[src/rtl/ca_pipe_pkg.sv]
// Shared pipeline definitions: EX operand-mux select codes and default register address width.
// The 3:1 operand mux takes in0=RF, in1=WB, in2=MEM, so the select codes match those inputs.
package ca_pipe_pkg;

    localparam int RA_W_DEF = 5;

    typedef logic [1:0] fwd_sel_t;

    localparam fwd_sel_t FWD_RF  = 2'b00;
    localparam fwd_sel_t FWD_WB  = 2'b01;
    localparam fwd_sel_t FWD_MEM = 2'b10;

endpackage

[src/rtl/fwd_sel_unit.sv]
// Operand-forwarding selector for one EX source operand.
// The youngest producer (MEM) wins over WB. x0 is never forwarded.
module fwd_sel_unit
    import ca_pipe_pkg::*;
#(
    parameter int RA_W = RA_W_DEF
) (
    input  logic [RA_W-1:0] ex_rs,
    input  logic [RA_W-1:0] mem_rd,
    input  logic            mem_rw,
    input  logic [RA_W-1:0] wb_rd,
    input  logic            wb_rw,
    output fwd_sel_t        sel
);

    // Pick the nearest older writer of ex_rs; otherwise use the register file.
    always_comb begin
        sel = FWD_RF;
        if (mem_rw && (mem_rd != '0) && (mem_rd == ex_rs))
            sel = FWD_MEM;
        else if (wb_rw && (wb_rd != '0) && (wb_rd == ex_rs))
            sel = FWD_WB;
    end

endmodule

[src/rtl/pipe_hazard_ctrl.sv]
// Hazard/forwarding controller for the 5-stage core.
// It tracks dest/source info of the EX, MEM and WB stages in a private shadow pipeline.
module pipe_hazard_ctrl
    import ca_pipe_pkg::*;
#(
    parameter int RA_W         = RA_W_DEF,
    parameter int CNT_W        = 32,
    parameter bit WB_BYPASS_ID = 1'b1
) (
    input  logic             clk,
    input  logic             rst_n,
    input  logic             pipe_en,
    input  logic [RA_W-1:0]  id_rs1,
    input  logic [RA_W-1:0]  id_rs2,
    input  logic             id_use_rs1,
    input  logic             id_use_rs2,
    input  logic [RA_W-1:0]  id_rd,
    input  logic             id_reg_write,
    input  logic             id_mem_read,
    input  logic             ex_br_taken,
    output fwd_sel_t         fwd_a_sel,
    output fwd_sel_t         fwd_b_sel,
    output logic             id_byp_a,
    output logic             id_byp_b,
    output logic             stall,
    output logic             flush_if_id,
    output logic             bubble_id_ex,
    output logic [CNT_W-1:0] stall_cnt,
    output logic [CNT_W-1:0] flush_cnt
);

    // Shadow-stage layouts: EX keeps sources for forwarding and the load flag for load-use.
    typedef struct packed {
        logic [RA_W-1:0] rs1;
        logic [RA_W-1:0] rs2;
        logic [RA_W-1:0] rd;
        logic            rw;
        logic            mr;
    } ex_shadow_t;

    typedef struct packed {
        logic [RA_W-1:0] rd;
        logic            rw;
    } wr_shadow_t;

    ex_shadow_t       ex_q, ex_d;
    wr_shadow_t       mem_q, mem_d, wb_q, wb_d;
    logic [CNT_W-1:0] stall_cnt_q, stall_cnt_d, flush_cnt_q, flush_cnt_d;
    logic             lu;

    fwd_sel_unit #(.RA_W(RA_W)) u_fwd_a (
        .ex_rs (ex_q.rs1), .mem_rd(mem_q.rd), .mem_rw(mem_q.rw),
        .wb_rd (wb_q.rd),  .wb_rw (wb_q.rw),  .sel   (fwd_a_sel)
    );

    fwd_sel_unit #(.RA_W(RA_W)) u_fwd_b (
        .ex_rs (ex_q.rs2), .mem_rd(mem_q.rd), .mem_rw(mem_q.rw),
        .wb_rd (wb_q.rd),  .wb_rw (wb_q.rw),  .sel   (fwd_b_sel)
    );

    // Load-use detection, stall/flush generation and same-cycle WB->ID bypass selects.
    always_comb begin
        lu = ex_q.mr && (ex_q.rd != '0) &&
             ((id_use_rs1 && (id_rs1 == ex_q.rd)) || (id_use_rs2 && (id_rs2 == ex_q.rd)));
        // A memory wait freezes the pipe, so no control action may fire.
        flush_if_id  = pipe_en & ex_br_taken;
        bubble_id_ex = pipe_en & (ex_br_taken | lu);
        stall        = pipe_en & lu & ~ex_br_taken;
        id_byp_a     = WB_BYPASS_ID && wb_q.rw && (wb_q.rd != '0) && (wb_q.rd == id_rs1);
        id_byp_b     = WB_BYPASS_ID && wb_q.rw && (wb_q.rd != '0) && (wb_q.rd == id_rs2);
    end

    // Shadow pipeline advance and saturating event counters.
    always_comb begin
        ex_d        = ex_q;
        mem_d       = mem_q;
        wb_d        = wb_q;
        stall_cnt_d = stall_cnt_q;
        flush_cnt_d = flush_cnt_q;
        if (pipe_en) begin
            ex_d.rs1 = id_rs1;
            ex_d.rs2 = id_rs2;
            ex_d.rd  = bubble_id_ex ? '0   : id_rd;
            ex_d.rw  = bubble_id_ex ? 1'b0 : id_reg_write;
            ex_d.mr  = bubble_id_ex ? 1'b0 : id_mem_read;
            mem_d.rd = ex_q.rd;
            mem_d.rw = ex_q.rw;
            wb_d     = mem_q;
            if (stall && !(&stall_cnt_q))
                stall_cnt_d = stall_cnt_q + 1'b1;
            if (ex_br_taken && !(&flush_cnt_q))
                flush_cnt_d = flush_cnt_q + 1'b1;
        end
    end

    // State registers; reset clears all shadow state so every derived output drops at once.
    always_ff @(posedge clk or negedge rst_n) begin
        if (!rst_n) begin
            ex_q        <= '0;
            mem_q       <= '0;
            wb_q        <= '0;
            stall_cnt_q <= '0;
            flush_cnt_q <= '0;
        end else begin
            ex_q        <= ex_d;
            mem_q       <= mem_d;
            wb_q        <= wb_d;
            stall_cnt_q <= stall_cnt_d;
            flush_cnt_q <= flush_cnt_d;
        end
    end

    assign stall_cnt = stall_cnt_q;
    assign flush_cnt = flush_cnt_q;

endmodule

[config.mk]
export PLATFORM = sky130hd
export DESIGN_NAME = pipe_hazard_ctrl
export DESIGN_NICKNAME = d
export VERILOG_FILES = /design/src/rtl/ca_pipe_pkg.sv /design/src/rtl/fwd_sel_unit.sv /design/src/rtl/pipe_hazard_ctrl.sv
export SDC_FILE = /design/constraint.sdc
export NUM_CORES = 1
export LEC_CHECK = 0
export ABC_AREA = 1
export CORE_UTILIZATION = 40
export CTS_CLUSTER_SIZE = 25
export DETAILED_ROUTE_END_ITERATION = 6
export GPL_ROUTABILITY_DRIVEN = 1
export GPL_TIMING_DRIVEN = 0
export SKIP_LAST_GASP = 1
export SYNTH_ARGS = -nofsm -noshare
export SYNTH_HDL_FRONTEND = slang
export SYNTH_SLANG_ARGS = --single-unit
[constraint.sdc]
create_clock -name clk -period 3.2 [get_ports clk]
set_input_delay 0.64 -clock clk [delete_from_list [all_inputs] [get_ports clk]]
set_output_delay 0.64 -clock clk [all_outputs]
set_load 0.005 [all_outputs]
==> metrics <==
Yosys cell types=32; antenna viol nets, final=0; crit path cell chain=clkdlybuf4s50_1 > inv_1 > nand2_1 > nand2_1 > nor2_1 > nand3_1 > nand2_1 > nand2_1 > nand2_4 > clkdlybuf4s50_1; Setup crit end kind=primary output; critical path arrival=2.44 ns; M3 GR Usage=3.43%; Final Setup Violations=0; worst setup margin=0.121 ns; CTS Hold Bufs=0; H-Tree Depth=3; Slowest-stage cell, CP=clkdlybuf4s50_1; reg-to-reg critical path startpoint=flush_cnt[0]$_DFFE_PN0P_; Final Skew=0.00710 ns; Synth Area in Adders=0.421%; Synth Instances=864; vias in the first global route=5225; Syn Area/Cell=6.88 um2; setup TNS=0 ns; CP Capture Point=bubble_id_ex; number of synthesized flops with an enable pin=0; Buf/Inv on CP=3; 1st-iter DRT viols=327; global-route wire length before repair=27.0 mm; CTS buffer count=9; hpwl dp=12.7 mm; worst path required time=2.56 ns; worst vdd ir=0.000358 V; most common cell after layout, fill and taps aside=nand2_1; Syn Nets=889; Slew headroom=62.5%; Crit Path Max Fanout=8; GR peak layer=met2; diode count=0; CP top delay family=buffers and inverters; CP peak stage delay=0.57 ns; FF-to-FF End=flush_cnt[18]$_DFFE_PN0P_; largest family of logic cells by synthesized area=simple AND/OR/NAND/NOR gates; GRT Overall Usage=23.1%; CP most frequent cell=nand2_1; per-cell routed wire length=14.4 um; initial antenna violation count=0; met1 GRT Util=32.4%; mux cell area share after synthesis=0.569%; status=finished clean; layout cells sized above 1=6.15%; hold crit path type=in -> async; Die Span X=124 um; Final min period=3.08 ns; I/O pin count=96; Starting Density=40.9%; Chip Height=124 um; setup repair bufs after CTS=0; Max-cap violations=0; P&R area growth vs syn=25.1%; crit path from=id_rs2[3]; grt total ovfl=0; CTS sink cnt=93; CTS tree=built; ys async rst share=100%; commonest non-fill, non-tap cells in the layout=392 x nand2_1, 93 x nor2_1, 93 x dfrtp_1, 91 x clkdlybuf4s50_1, 56 x inv_1; Final GP Congestion=0.884; Fillers=1502; drt via density=4.82; post-synthesis xor/xnor area fraction=9.43%; Final #Nets=996; routed wire length=16.7 mm; Site Rows=44; pwr dens=382 nW/um2; Crit Path Class=in -> out; drt pass-1 iters=5; die area=15300 um2; post-synthesis sequential area ratio=39.2%; Post-Synth Simple-Gate Area=41.1%; DRC Markers=0; Main synth FF type=dfrtp_1; FF+latch count, synth=93; unrepaired setup endpoints after global routing=false; Synth Area in Compound Gates=2.84%; met2 Use GR=36.3%; Max Root-Sink Buffers=2; clk slew on worst S/H paths=0.07 ns; Synth Warn #=0; IO buf count=95; Static Leak=0.00346 uW; Final Max Tran Viols=0; synthesized area=5940 um2; worst-skew pair later-pin latency=0.35 ns; dpl ws=-0.0259 ns; R2R cell count=11; CORE AREA=14500 um2; FF-to-FF setup slack=1.20 ns; clock root buffer=clkbuf_16; Max Freq=325 MHz; largest net degree at the start of global routing=69; slew of the pin with the lowest slew margin=0.563 ns; endpoints failing hold=0; final worst-path cycle share=96.2%; vias=5590; type of element launching the critical path=input pin; number of cells on the critical path=10
repair_timing:
action | 4_1_cts | 5_1_grt
cloned | 0 | 0
hold endpoints to repair | 0 | 0
setup endpoints to repair | 1 | 2
pin swaps | 0 | 0
gates resized for setup | 1 | 4
synth_stat cells, types with 11 or more instances:
cell / instances / share of area (%)
nand3b_1: 14 / 1.8
nand2_1: 393 / 25
nand3_1: 23 / 1.9
nor3_1: 18 / 1.5
o21ai_0: 12 / 1.0
nor2_1: 93 / 5.9
dfrtp_1: 93 / 39
nand4_1: 16 / 1.7
xnor2_1: 25 / 3.7
xor2_1: 39 / 5.7
nand2_2: 11 / 1.2
inv_1: 56 / 3.5
worst min-delay path by stage:
stage	from	endpoint	slack, ns	cells past startpoint
after floorplan	rst_n	ex_q[0]$_DFFE_PN0P_	0.34	0
after global placement	ex_q[4]$_DFFE_PN0P_	mem_q[3]$_DFFE_PN0P_	0.51	2
after detailed placement	ex_q[4]$_DFFE_PN0P_	mem_q[3]$_DFFE_PN0P_	0.51	2
after CTS	rst_n	flush_cnt[8]$_DFFE_PN0P_	0.21	1
after global routing	rst_n	flush_cnt[8]$_DFFE_PN0P_	0.22	1
final	rst_n	flush_cnt[8]$_DFFE_PN0P_	0.21	1
metal layers:
| layer | vias to the layer above | wire [um] |
|---|---|---|
| met5 | - | 0 |
| met4 | 0 | 271 |
| met3 | 17 | 773 |
| met2 | 134 | 7440 |
| met1 | 2537 | 8210 |
| li1 | 2902 | - |
power by group:
group | internal, uW | total, uW | switching (uW)
clock network | 542 | 1020 | 476
registers | 1250 | 1340 | 96.1
logic | 221 | 473 | 251
total | 2010 | 2840 | 824
worst register-to-register path, cell delays in order, from the launching register on:
cell and delay (ns):
dfrtp_1 0.46, ha_1 0.29, nand2_1 0.12, nor2_4 0.17, nand2_4 0.09, nor2_4 0.13, nand4_1 0.11, nand2_2 0.10
inv_2 0.08, buf_2 0.22, nand2_1 0.10, nand2_1 0.05
cells by family (layout without fill, tap and decap cells):
group / count (synthesis) / in the layout
xor+xnor: 64 / 64
fa+ha+maj: 2 / 2
mux: 3 / 3
compound gates: 32 / 32
buf+inv: 85 / 196
flops: 93 / 93
simple gates: 585 / 585
state kept, by name, summed over array words and instances (netlist names):
signal     count
mem_q          6
stall_cnt     32
flush_cnt     32
wb_q           6
ex_q          17
through the flow:
stage	utilization (%)	power [uW]	hold WS (ns)	area, um2	cells
detailed placement	49.2	1840	0.514	7150	1144
floorplan	-	1610	0.344	5940	864
global placement	49.0	1830	0.508	7120	1143
global route	51.1	2970	0.222	7430	1159
CTS	51.0	2870	0.212	7420	1159
finish	51.1	2840	0.205	7430	1159
layout make-up:
type / instances / area (um2) / area share (%)
repair buffers: 96 / 983 / 13.2
inverters: 62 / 233 / 3.13
multi-input cells: 686 / 3240 / 43.5
well taps: 184 / 230 / 3.10
clock inverters: 4 / 25.0 / 0.337
clock buffers: 11 / 243 / 3.27
plain buffers: 23 / 154 / 2.07
flip-flops and latches: 93 / 2330 / 31.3
Note: power is estimated with default switching activity, not from simulation.
